===== src/rtl/memory_arbiter_rr.sv =====
// rtl/memory_arbiter_rr.sv - N-channel round-robin/fixed-priority memory arbiter; optional bus locking under ARB_LOCK_EN
module memory_arbiter_rr #(
  parameter int NCH      = 3,
  parameter int ADDR_W   = 32,
  parameter int DATA_W   = 32,
  parameter int MAX_LOCK = 4
) (
  input  logic                     CLK,
  input  logic                     RST,
  input  logic                     prio_mode,
  input  logic [NCH-1:0]           req_valid,
  input  logic [NCH-1:0]           req_wen,
  input  logic [NCH-1:0]           req_lock,
  input  logic [NCH*ADDR_W-1:0]    req_addr,
  input  logic [NCH*DATA_W-1:0]    req_wdata,
  output logic                     mem_ren,
  output logic                     mem_wen,
  output logic [ADDR_W-1:0]        mem_addr,
  output logic [DATA_W-1:0]        mem_store,
  input  logic [DATA_W-1:0]        mem_load,
  input  logic                     mem_ready,
  output logic [NCH-1:0]           grant,
  output logic [NCH-1:0]           rsp_valid,
  output logic [DATA_W-1:0]        rsp_rdata,
  output logic                     busy
);

  localparam int IDX_W = $clog2(NCH);

  typedef enum logic [1:0] {IDLE, BUSY, HOLD} state_t;

  state_t              state_q, state_d;
  logic [IDX_W-1:0]    owner_q, owner_d;
  logic [IDX_W-1:0]    last_q, last_d;
  logic                wen_q, wen_d;
  logic [ADDR_W-1:0]   addr_q, addr_d;
  logic [DATA_W-1:0]   wdata_q, wdata_d;

`ifdef ARB_LOCK_EN
  localparam int LCW = $clog2(MAX_LOCK + 1);
  logic [LCW-1:0]      lock_cnt_q, lock_cnt_d;
`else
  logic                unused_lock;
  assign unused_lock = ^req_lock;
`endif

  logic                win_found;
  logic [IDX_W-1:0]    win_idx;
  logic [IDX_W-1:0]    cand_idx;
  int                  cand;
  logic [IDX_W-1:0]    sel_idx;
  logic                sel_wen;
  logic [ADDR_W-1:0]   sel_addr;
  logic [DATA_W-1:0]   sel_wdata;
  logic [NCH-1:0]      owner_oh;

  // Pick the next winner: lowest index in fixed mode, otherwise search from last+1 with wrap
  always_comb begin
    win_found = 1'b0;
    win_idx   = '0;
    cand      = 0;
    cand_idx  = '0;
    for (int k = 0; k < NCH; k++) begin
      cand     = prio_mode ? k : (int'(last_q) + 1 + k) % NCH;
      cand_idx = IDX_W'(cand);
      if (!win_found && req_valid[cand_idx]) begin
        win_found = 1'b1;
        win_idx   = cand_idx;
      end
    end
  end

  // Request mux: HOLD re-latches the current owner, IDLE latches the new winner
  always_comb begin
    sel_idx   = (state_q == HOLD) ? owner_q : win_idx;
    sel_wen   = 1'b0;
    sel_addr  = '0;
    sel_wdata = '0;
    for (int i = 0; i < NCH; i++) begin
      if (IDX_W'(i) == sel_idx) begin
        sel_wen   = req_wen[IDX_W'(i)];
        sel_addr  = req_addr[i*ADDR_W +: ADDR_W];
        sel_wdata = req_wdata[i*DATA_W +: DATA_W];
      end
    end
  end

  // Next-state logic for the IDLE/BUSY/HOLD ownership FSM
  always_comb begin
    state_d = state_q;
    owner_d = owner_q;
    last_d  = last_q;
    wen_d   = wen_q;
    addr_d  = addr_q;
    wdata_d = wdata_q;
`ifdef ARB_LOCK_EN
    lock_cnt_d = lock_cnt_q;
`endif
    case (state_q)
      IDLE: begin
        if (win_found) begin
          owner_d = win_idx;
          last_d  = win_idx;
          wen_d   = sel_wen;
          addr_d  = sel_addr;
          wdata_d = sel_wdata;
          state_d = BUSY;
`ifdef ARB_LOCK_EN
          lock_cnt_d = '0;
`endif
        end
      end
      BUSY: begin
        if (mem_ready) begin
          state_d = IDLE;
`ifdef ARB_LOCK_EN
          // Budget check keeps one ownership to MAX_LOCK transactions in total
          if (req_lock[owner_q] && (lock_cnt_q < LCW'(MAX_LOCK - 1)))
            state_d = HOLD;
`endif
        end
      end
      HOLD: begin
        if (req_valid[owner_q]) begin
          wen_d   = sel_wen;
          addr_d  = sel_addr;
          wdata_d = sel_wdata;
          state_d = BUSY;
`ifdef ARB_LOCK_EN
          lock_cnt_d = lock_cnt_q + LCW'(1);
`endif
        end else begin
          state_d = IDLE;
        end
      end
      default: state_d = IDLE;
    endcase
  end

  // State registers; reset aborts any transaction in flight
  always_ff @(posedge CLK or posedge RST) begin
    if (RST) begin
      state_q <= IDLE;
      owner_q <= '0;
      last_q  <= IDX_W'(NCH - 1);
      wen_q   <= 1'b0;
      addr_q  <= '0;
      wdata_q <= '0;
`ifdef ARB_LOCK_EN
      lock_cnt_q <= '0;
`endif
    end else begin
      state_q <= state_d;
      owner_q <= owner_d;
      last_q  <= last_d;
      wen_q   <= wen_d;
      addr_q  <= addr_d;
      wdata_q <= wdata_d;
`ifdef ARB_LOCK_EN
      lock_cnt_q <= lock_cnt_d;
`endif
    end
  end

  // Output decode from the registered state; completion follows mem_ready directly
  always_comb begin
    owner_oh          = '0;
    owner_oh[owner_q] = 1'b1;
    busy      = (state_q == BUSY);
    grant     = (state_q != IDLE) ? owner_oh : '0;
    mem_ren   = busy & ~wen_q;
    mem_wen   = busy & wen_q;
    mem_addr  = busy ? addr_q : '0;
    mem_store = busy ? wdata_q : '0;
    rsp_valid = (busy && mem_ready) ? owner_oh : '0;
    rsp_rdata = (busy && mem_ready && !wen_q) ? mem_load : '0;
  end

endmodule


===== config.mk =====
export PLATFORM = sky130hd
export DESIGN_NAME = memory_arbiter_rr
export DESIGN_NICKNAME = d
export VERILOG_FILES = /design/src/rtl/memory_arbiter_rr.sv
export SDC_FILE = /design/constraint.sdc
export NUM_CORES = 1
export LEC_CHECK = 0
export ABC_CLOCK_PERIOD_IN_PS = 5250
export CAP_MARGIN = 20
export CORE_AREA = 3 3 132 134
export DETAILED_ROUTE_END_ITERATION = 8
export DIE_AREA = 0 0 135 137
export GPL_TIMING_DRIVEN = 1
export HOLD_SLACK_MARGIN = 0.03
export PLACE_DENSITY = 0.74
export SETUP_SLACK_MARGIN = 0.1
export SYNTH_ARGS = -nofsm -noshare
export SYNTH_HDL_FRONTEND = slang
export SYNTH_SLANG_ARGS = --single-unit

===== constraint.sdc =====
create_clock -name CLK -period 5.25 [get_ports CLK]
set_clock_uncertainty 0.15 [all_clocks]
set_input_delay 0.7875 -clock CLK [delete_from_list [all_inputs] [get_ports CLK]]
set_output_delay 0.7875 -clock CLK [all_outputs]
set_load 0.01 [all_outputs]

---- Word-level counts from Yosys, hierarchy flattened ----
Cells that the tools add are included.
word-level totals
  bits in registers ....................... 71
  bits in latches ......................... 0
  RAM bits ................................ 0
  bits in read-only memories .............. 0
  word-level logic and storage cells ...... 89
  memories ................................ 0
cells by class
  add/subtract/negate cells ............... 3
  $mul .................................... 0
  div/mod/pow operators ................... 3
  $lt $le $gt $ge ......................... 5
  equal/unequal tests ..................... 7
  shifts and indexed selects .............. 0
  mux-type cells .......................... 47
  bitwise logic cells ..................... 3
  reduce and logical (&&, ||, !) cells .... 15
operators with widths
  cell                   count
  $mux 32                13
  $pmux 32 s2            2
  $mod 32x3->32 const B  3
  $add 32x2->32 const B  1
  $mux 2                 9
  $mux 1                 14
  $lt 2x3->1 const B     4
  $bmux 1 s2             4
  $mux 3                 2
  $pmux 2 s3             1
  $logic_and 1x1->1      5
  $add 3x2->4 const B    1
  $logic_not 2->1        2
  $ne 2x2->1 const B     2
  $reduce_and 2->1       2
  $reduce_bool 2->1      2
  $add 2x1->3 const B    1
  $logic_not 1->1        3
  $reduce_and 3->1       1
  $and 1x1->1            2
  $demux 1 s2            1
  $eq 1x2->1 const A     1
  $eq 2x1->1 const B     1
  $eq 2x2->1 const A     1
  5 further kinds        5

---- Longest topological paths before layout ----
Gate-level depths: netlist of the first run.
  word-level depth ........................ 19
  mapped depth ............................ 11
  mapped depth without buffers ............ 8

---- Worst setup path before layout of the first run ----
No wires, ideal clock.
  kind .................................... register -> register
  start ................................... register last_q[1]
  end ..................................... register addr_q[12]
  setup time .............................. 0.126 ns
  data arrival time ....................... 2.419 ns
  required time ........................... 4.974 ns
  path slack .............................. 2.555 ns
  stages on the path, launching flop included .. 10
  clock period less this slack ............ 2.695 ns
  path through ............................ dfstp_2 -> ha_1 -> or4b_4 -> nand3_2 -> nor2b_1 -> a31o_2 -> buf_2 -> clkbuf_1 -> and2_1 -> a221o_1
between the ends
  cells in the longest elaborated chain, start to end .. 19
  elaborated cells between the ends (all ways) .. 37
  those cells by class .................... add/sub (3); div (3); eq/ne (3); mux (22); reduce/logical (6)
ends and longest elaborated chain
  what                                                                    line  RTL
  start, declared                                                         34    logic [IDX_W-1:0] last_q, last_d;
  start signal, assigned                                                  145   last_q <= IDX_W'(NCH - 1);
  start signal, assigned                                                  155   last_q <= last_d;
  $add 2x1->3 *                                                           64    cand = prio_mode ? k : (int'(last_q) + 1 + k) % NCH;
  parallel branches: the longest is 18 deep, another holds $add 32x2->32  --
  end signal, assigned                                                    157   addr_q <= addr_d;
  end, declared                                                           36    logic [ADDR_W-1:0] addr_q, addr_d;
Mark *: on every way between the ends. The select of a mux whose other input is x is not followed.
A chain may end at the register's enable or synchronous reset.

---- Final worst setup path of the first run ----
  start ................................... input port prio_mode
  end ..................................... register wdata_q[15]
between the ends
  cells in the longest elaborated chain, start to end .. 17
  elaborated cells between the ends (all ways) .. 31
  those cells by class .................... eq/ne (3); mux (22); reduce/logical (6)
ends and longest elaborated chain
  what                               line      RTL
  start, declared                    10        input logic prio_mode,
  $mux 2                             64
  $bmux 1 s2                         66        if (!win_found && req_valid[cand_idx]) begin
  $mux 1 (not written as such)       66
  $mux 1                             66
  $logic_not 1->1                    66
  $logic_and 1x1->1                  66
  $mux 1                             66
  $logic_not 1->1                    66
  $logic_and 1x1->1                  66
  $mux 2                             66
  $mux 2                             75        sel_idx = (state_q == HOLD) ? owner_q : win_idx;
  $logic_not 2->1                    80        if (IDX_W'(i) == sel_idx) begin
  $mux 32 (3 in series)              80
  $mux 32, on equally long branches  124, 101
  $pmux 32 s2                        99        case (state_q)
  end signal, assigned               158       wdata_q <= wdata_d;
  end, declared                      37        logic [DATA_W-1:0] wdata_q, wdata_d;
Parallel ways exist; a longest one is shown, timed or not. The select of a mux whose other input is x is not followed.

==> results.cfg, run 1 <==
[timing]
rsz0062_at_grt = false
maxSlewViolCount = 0
hold_violations = 0
fin_tns_setup_ps = 0
setup_viol = 0
period_minus_slack_ps = 3830
fin_crit_sh_pct = 73.0
tightest_slew_ps = 1060
slew_headroom_pct = 29.3
fmax_mhz = 261
setup_slack_ps = 1420

[pwr]
p_leak_nw = 3.91
powerDensity_nw_per_um2 = 509
irDropWorstVdd_mv = 0.297

[hold_path]
hold_path_end = wdata_q[31]
hold_class = register to register
whs_path_depth = 2
min_from = wdata_q[31]

[floorplanning]
dieWidth_um = 135
die_y_um = 137
die_area_um2 = 18500
pin_count = 342
core_um2 = 16400
initial_core_util_pct = 30.3
rows = 47

[yosys]
synthCells = 580
synth-edff-count = 0
syn-num-nets = 819
ys_async_sr_fraction_pct = 100
yosys.area.top_type = dfrtp_1
yosysSeqAreaShare_pct = 34.8
avgSynthCellArea_um2 = 8.56
synth_common_cells = 115 x and2_1, 68 x dfrtp_1, 68 x inv_1
synth_area_um2 = 4970
synth.most_common_cell = and2_1
yosysTopAreaCellShare_pct = 34.3
ys_seq_elements = 69
synth_area_leaders = dfrtp_1 34%, and2_1 14%, a221o_1 9.1%
synth_cell_types = 43
ys.flop_type = dfrtp_1
yosysWarnings = 0

[finish]
multiInputGateArea_um2 = 2760
final-seq-area_um2 = 1730
fill_cells = 1521
layout-drive-gt1-share_pct = 5.17
nNetsFinal = 1124
post-route-util_pct = 53.5
n_antenna_cell = 0
fin_area_um2 = 8780
syn_to_final_growth_pct = 76.7

[clock_network]
cts-resized-gates = 0
path_clk_slew_ps = 60
h-tree-depth = 3
clk_latency_ps = 330
clock-sinks = 69
cts-root-buf = clkbuf_16
cts_setup_buffers = 0
ctsHoldBuffers = 0
numCtsBuffers = 9
cts_tree = built
cts.path.max_buffers = 2

[setup_path]
timing.rr.end = wdata_q[15]
path_max_fanout = 47
worstRegToRegCells = 9
cp-start-kind = primary input
r2r_start = owner_q[0]
endpoint_kind = register
worstPathArrival_ps = 3950
r2r_setup_slack_ps = 1660
cp_data_required_time_ps = 5370
criticalPathCategory = primary input to register

[global_route]
grt_use_total_pct = 20.3
grt_antenna_before_repair = 1
grt_overflow = 0
grt_max_degree = 70
grt_pass1_vias = 5442
grt_pass1_wl_mm = 29.4

[drt]
firstDrtPassIters = 4
wire_per_inst_um = 17.9
drtIter0Drc = 176
final_antenna_net_count = 0
route.detailed.drc = 0
viasPerCell = 5.02
wirelength_mm = 19.9
vias = 5567

[place]
post-place-ws_ps = 1050
place_area_um2 = 8470
portBuffers = 337
dpl.hpwl_mm = 14.7
gp_congestion = 0.791

[flow_run]
drv_cap = 0

[run_status]
status = finished clean
[kinds of logic after synthesis]
group / count (synthesis) / synth area share, %
muxes: 19 / 3.90
AOI/OAI and AO/OA: 131 / 23.4
buffers and inverters: 121 / 10.3
DFF: 69 / 34.8
and+or+nand+nor: 238 / 27.1
adders and majority gates: 2 / 0.504
[report_power, final]
| part | leakage (nW) | internal (W) | switching [W] |
|---|---|---|---|
| sequential | 0.849 | 0.000811 | 0.000119 |
| clock | 0.145 | 0.000375 | 0.000256 |
| combinational | 2.92 | 0.00142 | 0.00149 |
[cell usage in the layout, fill, tap and decap left out, types with 4 or more instances in the layout]
cell and instances:
a21oi_1 5, a221o_1 45, and2_1 114, and3_1 33, buf_4 10, clkbuf_16 9, clkdlybuf4s50_1 337, dfrtp_1 67
inv_1 67, mux2i_1 18, nand2_1 65, nor2_1 6, nor2b_1 4, o21ai_1 5, o221ai_1 18, o32ai_1 45
[critical path, stage by stage]
cell	delay, ps
clkdlybuf4s50_1	620
and4bb_4	290
a21oi_1	130
o21a_2	280
mux2i_4	250
buf_4	360
and2_2	910
a221o_1	270
[state kept, by name, summed over array words and instances, names as in the netlist]
signal	flops
addr_q	32
last_q	1
owner_q	2
state_q	1
wdata_q	32
wen_q	1
[how the worst max path moves through the flow]
stage | from | endpoint | slack (ps) | depth (start not counted)
6_report | prio_mode | wdata_q[15] | 1420 | 8
5_1_grt | prio_mode | wdata_q[15] | 1220 | 8
4_1_cts | prio_mode | addr_q[17] | 1410 | 8
3_5_place_dp | prio_mode | wdata_q[20] | 1050 | 8
3_3_place_gp | prio_mode | wdata_q[20] | 1090 | 8
2_1_floorplan | last_q[1] | addr_q[12] | 2550 | 9
[routing by layer]
metal	global-route usage, %	part of all wire (%)	up-vias
met3	6.80	9.4	36
met4	7.73	2.5	2
met5	0	0.035	-
met2	34.2	47	261
met1	24.1	41	2588
li1	-	-	2680
[area by class of cell]
| class | count | share of cell area (%) |
|---|---|---|
| Timing Repair Buffer | 347 | 39.3 |
| Multi-Input combinational cell | 390 | 31.5 |
| Sequential cell | 69 | 19.7 |
| Tap cell | 220 | 3.14 |
| Inverter | 68 | 2.91 |
| Clock buffer | 9 | 2.57 |
| Clock inverter | 7 | 0.941 |
[stage by stage]
stage | hold slack [ps] | power [W] | instances
floorplan | 298 | 0.00270 | 580
global placement | 309 | 0.00382 | 1094
detailed placement | 323 | 0.00387 | 1094
CTS | 338 | 0.00453 | 1110
global route | 356 | 0.00481 | 1110
finish | 331 | 0.00447 | 1110
Power figures use the tool's default switching activity.
==> run 2, diff against run 1 <==
Settings changed: ABC_CLOCK_PERIOD_IN_PS 5250 to 3600, CORE_AREA 3 3 132 134 to 3 3 133 135, DIE_AREA 0 0 135 137 to 0 0 136 138, PLACE_DENSITY 0.74 to 0.73.
Clock period 5.25 ns to 3.6 ns, I/O delays scaled along.
==> results.cfg, run 2 (synthesized netlist as in run 1, its figures left out) <==
[global_route]
grt_antenna_before_repair = 0
grt_overflow = 0
grt_use_total_pct = 20.6
grt_pass1_wl_mm = 30.5
grt_pass1_vias = 5382
grt_max_degree = 66

[hold_path]
hold_class = register to register
hold_path_end = wdata_q[26]
min_from = wdata_q[26]
whs_path_depth = 2

[finish]
nNetsFinal = 1134
layout-drive-gt1-share_pct = 6.11
reg_top3 = addr_q (32), wdata_q (32), owner_q (2)
multiInputGateArea_um2 = 2760
layout_common_cells = 337 x clkdlybuf4s50_1, 114 x and2_1, 67 x inv_1, 67 x dfrtp_1, 65 x nand2_1
post-route-util_pct = 53.7
n_antenna_cell = 0
fill_cells = 1545
syn_to_final_growth_pct = 79.2
final-seq-area_um2 = 1730
fin_area_um2 = 8900
layout_commonest_cell = clkdlybuf4s50_1

[floorplanning]
dieWidth_um = 136
initial_core_util_pct = 30.0
die_y_um = 138
rows = 47
core_um2 = 16600
die_area_um2 = 18800
pin_count = 342

[pwr]
p_leak_nw = 3.98
power_frac_comb_pct = 65.3
p_seq_share_pct = 21.1
swShare_pct = 40.8
irDropWorstVdd_mv = 0.416
internal_power_w = 0.00395
p_switching_w = 0.00273
total_power_w = 0.00668
powerDensity_nw_per_um2 = 750
p_clk_share_pct = 13.7

[setup_path]
endpoint_kind = register
cp_data_required_time_ps = 3720
crit_path_frequent_cell = buf_4
timing.rr.end = addr_q[20]
cp_cell_sequence = inv_1 -> ha_1 -> and4bb_4 -> a21oi_1 -> o21a_2 -> mux2i_4 -> buf_4 -> and2_2 -> buf_4 -> a221o_1
crit_buf_inv = 3
r2r_setup_slack_ps = 440
path_delay_family = buffers and inverters
cp-start-kind = register
worstRegToRegCells = 10
worstPathArrival_ps = 3270
cpPeakStageDelay_ps = 380
cp_slowest_cell = ha_1
path_max_fanout = 35
criticalPathCategory = register to register
r2r_start = owner_q[0]

[timing]
fin_crit_sh_pct = 87.7
fin_tns_setup_ps = 0
slew_headroom_pct = 39.8
rsz0062_at_grt = false
period_minus_slack_ps = 3160
fmax_mhz = 317
tightest_slew_ps = 903
setup_viol = 0
hold_violations = 0
maxSlewViolCount = 0

[clock_network]
numCtsBuffers = 9
clock-sinks = 69
h-tree-depth = 3
clk_latency_ps = 340
cts.path.max_buffers = 2
cts_setup_buffers = 0
path_clk_slew_ps = 60
cts_tree = built
cts-root-buf = clkbuf_16
cts-resized-gates = 0
ctsHoldBuffers = 0

[drt]
drtIter0Drc = 333
vias = 5570
route.detailed.drc = 0
viasPerCell = 4.97
wire_per_inst_um = 18.1
final_antenna_net_count = 0
wirelength_mm = 20.3
firstDrtPassIters = 4

[place]
dpl.hpwl_mm = 14.8
gp_congestion = 0.800
place_area_um2 = 8580
portBuffers = 337

[run_status]
status = finished clean

[flow_run]
drv_cap = 0
run 2: layout make-up:
class | count | share of cell area (%)
Tap cell | 220 | 3.09
Clock inverter | 4 | 0.534
Inverter | 68 | 2.87
Clock buffer | 12 | 2.88
Sequential cell | 69 | 19.4
Multi-Input combinational cell | 390 | 31.0
Timing Repair Buffer | 357 | 40.2
run 2: metal layers:
| metal | vias to the layer above | routed length, um | global-route usage (%) |
|---|---|---|---|
| li1 | 2692 | - | - |
| met1 | 2626 | 8650 | 27.3 |
| met2 | 223 | 9560 | 32.9 |
| met3 | 29 | 1600 | 5.23 |
| met4 | 0 | 447 | 6.31 |
| met5 | - | 0 | 0 |
run 2: how the worst max path moves through the flow:
stage / from / end / slack (ps) / cells after the start
detailed placement: prio_mode / addr_q[20] / 30 / 7
global placement: prio_mode / addr_q[18] / 80 / 7
floorplan: last_q[1] / addr_q[12] / 900 / 9
CTS: owner_q[0] / addr_q[20] / 280 / 8
global route: owner_q[0] / addr_q[20] / 260 / 10
finish: owner_q[0] / addr_q[20] / 440 / 10
run 2: metrics by stage:
stage	setup slack, ps	hold WS, ps	cells
after floorplan	905	298	580
after global placement	77.7	310	1103
after detailed placement	32.7	316	1103
after CTS	278	330	1119
after global routing	257	352	1120
final	443	324	1120
run 2: power by group through the flow:
stage / sequential (W) / combinational [W] / clock, W
floorplan: 0.00131 / 0.00263 / 0
global placement: 0.00141 / 0.00430 / 0
detailed placement: 0.00141 / 0.00438 / 0
CTS: 0.00141 / 0.00439 / 0.000939
global route: 0.00146 / 0.00473 / 0.000972
finish: 0.00141 / 0.00436 / 0.000913
run 2: worst reg2reg max path, delay by kind of cell (launching register included):
kind,cells,cell delay [ps]
adders and majority gates,1,380
muxes,1,320
and+or+nand+nor,2,480
DFF,1,370
buffers and inverters,3,740
AOI/OAI and AO/OA,3,680
